[src/rtl/seq_multiplier_if.sv]
// Handshake and operand/result bundle between the CPU control unit and seq_multiplier.
// The master side drives requests and the slave side returns the product and status.
interface seq_multiplier_if #(parameter int WIDTH = 8);
  logic                   St;
  logic                   Signed_mode;
  logic                   Abort;
  logic [WIDTH-1:0]       Multiplicando;
  logic [WIDTH-1:0]       Multiplicador;
  logic [2*WIDTH-1:0]     Produto;
  logic                   Idle;
  logic                   Done;

  modport master (
    output St, Signed_mode, Abort, Multiplicando, Multiplicador,
    input  Produto, Idle, Done
  );

  modport slave (
    input  St, Signed_mode, Abort, Multiplicando, Multiplicador,
    output Produto, Idle, Done
  );
endinterface

[src/rtl/seq_multiplier.sv]
// Sequential WIDTH x WIDTH multiplier: unsigned shift-add or signed radix-2 Booth, one bit per cycle.
// Latency WIDTH cycles from the St edge to Done; St is only accepted in IDLE, so back-to-back ops take WIDTH+2 cycles.
module seq_multiplier #(
  parameter int WIDTH = 8
) (
  input logic           Clk,
  input logic           reset,
  seq_multiplier_if.slave bus
);
  localparam int CW = $clog2(WIDTH + 1);

  typedef enum logic [1:0] {IDLE, CALC, DONE} state_t;

  state_t               state_q;
  logic [CW-1:0]        cnt_q;
  logic [WIDTH-1:0]     mcand_q;
  logic [WIDTH-1:0]     acc_hi_q;
  logic [WIDTH-1:0]     acc_lo_q;
  logic                 qm1_q;
  logic                 sgn_q;
  logic [2*WIDTH-1:0]   prod_q;
  logic                 done_q;
  logic                 idle_q;

  logic [WIDTH:0]       mcand_ext;
  logic [WIDTH:0]       addend;
  logic [WIDTH:0]       sum;
  logic [WIDTH-1:0]     acc_hi_d;
  logic [WIDTH-1:0]     acc_lo_d;
  logic                 qm1_d;

  // One iteration: the WIDTH+1-bit sum keeps the unsigned carry or the signed
  // sign bit, so the shift below never loses information.
  always_comb begin
    mcand_ext = sgn_q ? {mcand_q[WIDTH-1], mcand_q} : {1'b0, mcand_q};
    addend    = '0;
    if (sgn_q) begin
      case ({acc_lo_q[0], qm1_q})
        2'b01:   addend = mcand_ext;
        2'b10:   addend = '0 - mcand_ext;
        default: addend = '0;
      endcase
    end else if (acc_lo_q[0]) begin
      addend = mcand_ext;
    end
    sum      = (sgn_q ? {acc_hi_q[WIDTH-1], acc_hi_q} : {1'b0, acc_hi_q}) + addend;
    acc_hi_d = sum[WIDTH:1];
    acc_lo_d = {sum[0], acc_lo_q[WIDTH-1:1]};
    qm1_d    = acc_lo_q[0];
  end

  always_ff @(posedge Clk or negedge reset) begin
    if (!reset) begin
      state_q  <= IDLE;
      cnt_q    <= '0;
      mcand_q  <= '0;
      acc_hi_q <= '0;
      acc_lo_q <= '0;
      qm1_q    <= 1'b0;
      sgn_q    <= 1'b0;
      prod_q   <= '0;
      done_q   <= 1'b0;
      idle_q   <= 1'b1;
    end else begin
      case (state_q)
        IDLE: begin
          done_q <= 1'b0;
          if (bus.St) begin
            mcand_q  <= bus.Multiplicando;
            acc_hi_q <= '0;
            acc_lo_q <= bus.Multiplicador;
            qm1_q    <= 1'b0;
            sgn_q    <= bus.Signed_mode;
            cnt_q    <= CW'(WIDTH);
            state_q  <= CALC;
            idle_q   <= 1'b0;
          end
        end
        CALC: begin
          if (bus.Abort) begin
            state_q <= IDLE;
            idle_q  <= 1'b1;
          end else begin
            acc_hi_q <= acc_hi_d;
            acc_lo_q <= acc_lo_d;
            qm1_q    <= qm1_d;
            cnt_q    <= cnt_q - CW'(1);
            if (cnt_q == CW'(1)) begin
              prod_q  <= {acc_hi_d, acc_lo_d};
              done_q  <= 1'b1;
              state_q <= DONE;
            end
          end
        end
        DONE: begin
          done_q  <= 1'b0;
          idle_q  <= 1'b1;
          state_q <= IDLE;
        end
        default: begin
          done_q  <= 1'b0;
          idle_q  <= 1'b1;
          state_q <= IDLE;
        end
      endcase
    end
  end

  assign bus.Produto = prod_q;
  assign bus.Idle    = idle_q;
  assign bus.Done    = done_q;
endmodule

[src/flat_wrapper.sv]
// flat-port wrapper written by rule: the top's interface ports become plain ports
module seq_multiplier_flat 
#(
  parameter int WIDTH = 8
)
  (Clk, reset, bus_St, bus_Signed_mode, bus_Abort, bus_Multiplicando, bus_Multiplicador, bus_Produto, bus_Idle, bus_Done);
  seq_multiplier_if #(.WIDTH(WIDTH)) bus_i ();
  input logic Clk;
  input logic reset;
  input wire logic [$bits(bus_i.St)-1:0] bus_St;
  input wire logic [$bits(bus_i.Signed_mode)-1:0] bus_Signed_mode;
  input wire logic [$bits(bus_i.Abort)-1:0] bus_Abort;
  input wire logic [$bits(bus_i.Multiplicando)-1:0] bus_Multiplicando;
  input wire logic [$bits(bus_i.Multiplicador)-1:0] bus_Multiplicador;
  output wire logic [$bits(bus_i.Produto)-1:0] bus_Produto;
  output wire logic [$bits(bus_i.Idle)-1:0] bus_Idle;
  output wire logic [$bits(bus_i.Done)-1:0] bus_Done;
  assign bus_i.St = bus_St;
  assign bus_i.Signed_mode = bus_Signed_mode;
  assign bus_i.Abort = bus_Abort;
  assign bus_i.Multiplicando = bus_Multiplicando;
  assign bus_i.Multiplicador = bus_Multiplicador;
  assign bus_Produto = bus_i.Produto;
  assign bus_Idle = bus_i.Idle;
  assign bus_Done = bus_i.Done;
  seq_multiplier #(.WIDTH(WIDTH)) u_core (.Clk(Clk), .reset(reset), .bus(bus_i));
endmodule
[config.mk]
export PLATFORM = sky130hd
export DESIGN_NAME = seq_multiplier_flat
export DESIGN_NICKNAME = d
export VERILOG_FILES = /design/src/rtl/seq_multiplier_if.sv /design/src/rtl/seq_multiplier.sv /design/src/flat_wrapper.sv
export SDC_FILE = /design/constraint.sdc
export NUM_CORES = 1
export LEC_CHECK = 0
export ABC_AREA = 1
export CAP_MARGIN = 5
export CORE_MARGIN = 1
export CORE_UTILIZATION = 55
export CTS_CLUSTER_DIAMETER = 60
export DETAILED_ROUTE_END_ITERATION = 10
export PLACE_DENSITY = 0.8
export SKIP_CTS_REPAIR_TIMING = 1
export SLEW_MARGIN = 20
export SYNTH_ARGS = -nofsm -noshare
export SYNTH_HDL_FRONTEND = slang
export SYNTH_SLANG_ARGS = --single-unit
[constraint.sdc]
create_clock -name Clk -period 8.6 [get_ports Clk]
set_clock_uncertainty 0.05 [all_clocks]
set_input_delay 0.86 -clock Clk [delete_from_list [all_inputs] [get_ports Clk]]
set_output_delay 0.86 -clock Clk [all_outputs]
set_load 0.005 [all_outputs]
# Word-level counts from Yosys, hierarchy flattened
# Index checks and enable logic that the tools add are counted.
[word_totals]
register_bits = 50
in_bits = 21
output_inout_bits = 18
wordCells = 57
[classes]
add_sub_neg = 3
eq_ne = 9
mux = 26
bitwise = 1
reduce_logical = 8
[op_table]
columns = ["cell", "n"]
rows = [
  ["2-to-1 mux 9 bit", 4],
  ["2-to-1 mux 8 bit", 4],
  ["case mux 8 bit (2 select lines)", 2],
  ["case mux 9 bit (2 select lines)", 1],
  ["adder 9 bit", 1],
  ["subtractor 1 x 9 -> 9 bit (first input constant)", 1],
  ["2-to-1 mux 4 bit", 2],
  ["case mux 4 bit (2 select lines)", 1],
  ["AND reduction 2 bit", 4],
  ["2-to-1 mux 1 bit", 6],
  ["2-to-1 mux 2 bit", 3],
  ["inequality test 2 bit (second input constant)", 3],
  ["AND reduction 3 bit", 2],
  ["equality test 2 x 1 -> 1 bit (second input constant)", 2],
  ["equality test 4 x 1 -> 1 bit (second input constant)", 1],
  ["case mux 1 bit (2 select lines)", 2],
  ["case mux 2 bit (2 select lines)", 1],
  ["subtractor 4 x 1 -> 4 bit (second input constant)", 1],
  ["inequality test 3 x 2 -> 1 bit (second input constant)", 1],
  ["equality test 2 bit (second input constant)", 1],
  ["logical NOT 2 bit", 1],
  ["inequality test 2 x 1 -> 1 bit (second input constant)", 1],
  ["nonzero test 2 bit", 1],
  ["NOT 1 bit", 1],
]

# Depth between registers and ports, before layout
[logic_depth]
ltp_word = 7
ltp_mapped = 17
ltp_nobuf = 17

# Worst setup path after synthesis
# No wires, ideal clock.
[synth_timing]
path_type = "reg-to-reg"
from = "register u_core.acc_lo_q[0]"
to = "register u_core.acc_hi_q[5]"
setup_ns = 0.117
arrival_time_ns = 2.631
slack_ns = 5.802
path_stages_with_launch = 17
path_buffers = 0
cell_sequence = "dfrtp_1 > ha_1 > inv_1 > nand2_1 > nand2_1 > inv_1 > a211oi_1 > ha_1 > inv_1 > fa_1 > o21ai_0 > nand2_1 > nand2_1 > a21oi_1 > or2_2 > nand3_1 > nand2_1"
[synth_between]
elab_chain_len = 6
word_cells_on_any_way = 8
cone_classes = "add/sub: 1; eq/ne: 2; mux: 5"
[synth_lines]
columns = ["element", "line_no", "source"]
rows = [
  ["start: declaration", "seq_multiplier.sv:18", "logic [WIDTH-1:0] acc_lo_q;"],
  ["start signal: assignment", "seq_multiplier.sv:71", "acc_lo_q <= bus.Multiplicador;"],
  ["start signal: assignment", "seq_multiplier.sv:85", "acc_lo_q <= acc_lo_d;"],
  ["equality test 2 bit or equality test 2 x 1 -> 1 bit (tied branches)", "seq_multiplier.sv:38", "case ({acc_lo_q[0], qm1_q})"],
  ["case mux 9 bit (2 select lines)", "seq_multiplier.sv:38", ""],
  ["2-to-1 mux 9 bit (*)", "seq_multiplier.sv:37", "if (sgn_q) begin"],
  ["adder 9 bit (*)", "seq_multiplier.sv:46", "sum = (sgn_q ? {acc_hi_q[WIDTH-1], acc_hi_q} : {1'b0, acc_hi_q}) + addend;"],
  ["2-to-1 mux 8 bit (*)", "seq_multiplier.sv:80", "if (bus.Abort) begin"],
  ["case mux 8 bit (2 select lines) (*)", "seq_multiplier.sv:65", "case (state_q)"],
  ["end signal: assignment", "seq_multiplier.sv:84", "acc_hi_q <= acc_hi_d;"],
  ["end: declaration", "seq_multiplier.sv:17", "logic [WIDTH-1:0] acc_hi_q;"],
]
# Mark *: on every way between the ends. The rest lies on a longest branch, timed or not. The select of a mux whose other input is x is not followed.
# A chain may end at the register's enable or synchronous reset.

# Final worst setup path
# Same ends and word-level chain as after synthesis.

==> summary.md <==
| Metric | Value |
|---|---|
| Clock network latency to the later pin of the worst-skew pair | `roughly 0.31 ns` |
| Count of endpoints failing hold in the final timing report | `0` |
| Overall overflow remaining after global route | `0` |
| Number of synthesized register bits | `50` |
| Data arrival, critical path | `roughly 3.3 ns` |
| Detailed-route via count | `between 2,000 and 2,500` |
| Number of clock sinks | `50` |
| Maximum capacitance violations | `0` |
| Proportion of power drawn by flip-flops and latches | `about 38%` |
| Total negative slack for setup checks | `0 ns` |
| Post-route cell area | `between 0.003 and 0.004 mm^2` |
| Number of buffers created by CTS | `5` |
| Period minus WS final | `about 3.1 ns` |
| First-iteration detailed-routing DRC count | `149` |
| Unrepaired setup endpoints after global routing | `false` |
| Sum of routed wire length over all layers | `5510 um` |
| Post-route antenna net violation count | `0` |
| Leakage power | `1.58 nW` |
| Type of element launching the critical path | `flop` |
| Cells after Synth | `between 300 and 400` |
| Outcome | `complete, no violations` |
| Die footprint | `about 0.0052 mm^2` |
| Share of synthesized cell area in and, or, nand and nor gates | `between 20 and 25%` |
| Number of endpoints failing setup at the final stage | `0` |
| Critical path class | `reg2reg` |
| Total number of nets in the final design | `400` |
| Power per Cell Area | `between 300 and 400 mW/mm^2` |
| Number of antenna diodes | `0` |
| Peak supply drop | `around 0.16 mV` |
| Maximum operating frequency | `between 300 and 400 MHz` |
| Internal power | `613 uW` |
| Fraction of final layout cells with drive strength greater than 1 | `6.83%` |
| Area of the core region | `0.00475 mm^2` |
| Placed wire-length estimate | `4000 um` |
| Syn. warnings | `0` |
| Routability-driven placement congestion ratio | `around 0.89` |
| Finished Core Util | `68.0%` |
| Maximum net fanout on the critical path | `5` |
| Detailed Routing Iterations Pass 1 | `4` |
| Crit path top cell by count | `sky130_fd_sc_hd__nand2_1` |
| Transition time at the pin with the least slew margin | `approximately 0.62 ns` |
| Synthesized-area fraction occupied by adder cells | `approximately 6.7%` |
| Post-synthesis compound-gate area fraction | `17.1%` |
| Sort of element at the end of the critical path | `flop` |
| Psw | `around 430 uW` |
| Post-synthesis instance area | `~0.0027 mm^2` |
| IO buf count | `38` |
| Number of standard-cell rows in the floorplan | `25` |
| Switching power as a share of total power | `roughly two fifths` |
| Synth unique cells | `30` |
| Critical register-to-register path endpoint | `u_core.acc_hi_q[5]` |
| Setup Slack @ Placement | `approximately 5.5 ns` |
| Hold/Removal Path Class | `reg2reg` |
| Fraction of synthesized cell area in xor and xnor cells | `less than 1%` |
| Combinational power share | `a little under half` |
| Syn avg cell area | `slightly above 8 um^2` |
| Buffers from clock root to sink, at most | `2` |
| Worst R2R Path Depth | `16` |
| Cell breakdown of the critical path | `ha_1, inv_1, nand2_1, nand2_1, inv_1, a211oi_1, ha_1, inv_1, fa_1, o21ai_0, nand2_1, nand2_1, a21oi_1, or2_2, nand3_1, nand2_1` |
| Crit path setup slack, layout | `around 5.5 ns` |
| Maximum number of pins on one net before global-route repair | `between 50 and 60` |
| Largest family of logic cells by synthesized area | `simple AND/OR/NAND/NOR gates` |
| # DRC | `0` |
| Hold-critical path endpoint | `u_core.bus.Done` |
| Clk network pwr share | `between 10 and 15%` |
| Required time worst endpoint | `between 8 and 9 ns` |
| Height of the chip | `around 72 um` |
| Launch point of the worst reg-to-reg path | `u_core.acc_lo_q[0]` |
| Highest cell delay on the worst timing path | `around 0.43 ns` |
| Post-synthesis mux area share | `0%` |
| Post-detailed-placement cell area | `about 0.0031 mm^2` |
| Initial core utilization | `between 50 and 60%` |
| Net Count, Synth | `363` |
| Via count normalized by instance count | `5.23` |
| Final cycle utilization of the critical path | `~36%` |
| First-pass GRT wire length | `9720 um` |
| Overall global routing resource usage | `between 20% and 30%` |
| Number of H-tree levels | `2` |
| Startpoint of the most critical hold path | `u_core.bus.Done` |
| Wirelength per Cell | `about 13 um` |
| CTS tree | `built` |
| Via count of the first global-routing pass | `between 2,000 and 2,500` |
| Total power consumption of the routed design | `approximately 1.0 mW` |
| Setup slack of the worst register-to-register path | `5.49 ns` |
| Die Wd | `roughly 72 um` |
| Headroom to the max-slew limit | `58.5%` |
| Clock transition at the register clock pins on the worst setup and hold paths after CTS | `around 0.1 ns` |
| Number of max-slew violations in the final report | `0` |
| Number of stages on the worst hold path | `2` |
| Initial antenna violation count | `0` |
| Post-synthesis sequential area ratio | `between 40% and 50%` |
| Root buffer selected by CTS | `sky130_fd_sc_hd__clkbuf_8` |
| Slowest cell on the critical path | `sky130_fd_sc_hd__dfrtp_1` |
| Signed area change from the synthesized netlist to the final layout | `18.9%` |
| Boundary pin count | `39` |
-- per-layer routing --
metal  track usage [%]  part of all wire (%)
met1              30.6                    48
met2              40.2                    47
met3              5.14                   3.3
met4              7.41                   1.1
met5                 0                     0
-- worst max-delay path: cells and delay by family, from the launching register on --
family,cells,cell delay [ns]
fa+ha+maj,3,0.91
simple gates,7,0.74
compound gates,3,0.63
flops,1,0.43
buf+inv,3,0.26
-- state kept, by name (all words and copies together) (netlist names) --
signal / count
u_core.mcand_q: 8
u_core.bus.Idle: 1
u_core.qm1_q: 1
u_core.bus.Produto: 16
u_core.cnt_q: 4
u_core.state_q: 2
u_core.bus.Done: 1
u_core.sgn_q: 1
u_core.acc_hi_q: 8
u_core.acc_lo_q: 8
-- layout by cell type (no fill, tap or decap), drive strengths merged --
cell type       n
a22oi           1
a221oi          4
inv            45
xnor2           3
dfrtp          49
o211ai          9
nand4           2
o221ai          1
clkbuf          6
nor2           11
clkdlybuf4s50  37
dfstp           1
a211oi          1
a21oi          18
or2             3
clkinv          2
nand3b          2
fa              1
nand2          87
clkinvlp        1
o22ai           4
buf             2
o21ai          41
ha             13
nand3          19
nor3            3
-- synthesized netlist by cell type --
cell type | instances | area (um^2)
sky130_fd_sc_hd__o21ai_0 | 36 | 180
sky130_fd_sc_hd__o21ai_2 | 5 | 43.8
sky130_fd_sc_hd__a221oi_1 | 4 | 35.0
sky130_fd_sc_hd__o221ai_1 | 1 | 8.76
sky130_fd_sc_hd__buf_2 | 3 | 15.0
sky130_fd_sc_hd__clkbuf_1 | 4 | 15.0
sky130_fd_sc_hd__nor2_8 | 2 | 40.0
sky130_fd_sc_hd__clkinv_1 | 2 | 7.51
sky130_fd_sc_hd__ha_1 | 13 | 163
sky130_fd_sc_hd__nor2_1 | 8 | 30.0
sky130_fd_sc_hd__a211oi_1 | 1 | 7.51
sky130_fd_sc_hd__nand3b_1 | 2 | 15.0
sky130_fd_sc_hd__o211ai_1 | 9 | 67.6
sky130_fd_sc_hd__o22ai_1 | 4 | 25.0
sky130_fd_sc_hd__xnor2_1 | 3 | 26.3
sky130_fd_sc_hd__inv_1 | 41 | 154
sky130_fd_sc_hd__buf_6 | 2 | 22.5
sky130_fd_sc_hd__dfrtp_1 | 49 | 1230
sky130_fd_sc_hd__nor3_1 | 3 | 15.0
sky130_fd_sc_hd__inv_2 | 2 | 7.51
sky130_fd_sc_hd__nand3_1 | 19 | 95.1
sky130_fd_sc_hd__dfstp_2 | 1 | 26.3
sky130_fd_sc_hd__inv_4 | 1 | 6.26
sky130_fd_sc_hd__or2_2 | 3 | 18.8
sky130_fd_sc_hd__a22oi_1 | 1 | 7.51
sky130_fd_sc_hd__nand2_1 | 87 | 327
sky130_fd_sc_hd__nor2_4 | 1 | 11.3
sky130_fd_sc_hd__fa_1 | 1 | 20.0
sky130_fd_sc_hd__a21oi_1 | 18 | 90.1
sky130_fd_sc_hd__nand4_1 | 2 | 12.5
-- worst max-delay path by stage --
stage,slack (ns),endpoint,cells after the start,startpoint
floorplan,5.80,u_core.acc_hi_q[5],16,u_core.acc_lo_q[0]
global placement,5.61,u_core.bus.Produto[13],17,u_core.qm1_q
detailed placement,5.53,u_core.bus.Produto[13],16,u_core.acc_lo_q[0]
CTS,5.52,u_core.acc_hi_q[5],17,u_core.qm1_q
global route,5.19,u_core.acc_hi_q[5],17,u_core.qm1_q
finish,5.49,u_core.acc_hi_q[5],16,u_core.acc_lo_q[0]
-- cell type report --
type                            instances  area, um^2
Clock buffer                            6        82.6
Clock inverter                          2        16.3
Fill cell                             414        1520
Inverter                               46         175
Multi-Input combinational cell        223        1240
Sequential cell                        50        1250
Tap cell                               67        83.8
Timing Repair Buffer                   39         383
-- cell families after synthesis --
family                     after synthesis
and+or+nand+nor                        127
AOI/OAI and AO/OA                       79
buffers and inverters                   55
DFF                                     50
adders and majority gates               14
xor gates and xnor gates                 3
-- power groups by stage --
stage	clock (mW)	combinational (mW)	sequential, mW
3_3_place_gp	0	0.488	0.393
4_1_cts	0.154	0.504	0.393
6_report	0.149	0.502	0.394
3_5_place_dp	0	0.499	0.398
2_1_floorplan	0	0.340	0.385
5_1_grt	0.162	0.573	0.406
-- through the flow --
stage,instances,hold slack (ns)
3_3_place_gp,425,0.414
3_5_place_dp,425,0.415
2_1_floorplan,328,0.406
5_1_grt,433,0.459
4_1_cts,433,0.441
6_report,433,0.435
No activity file was read; power rests on OpenSTA's default activity.
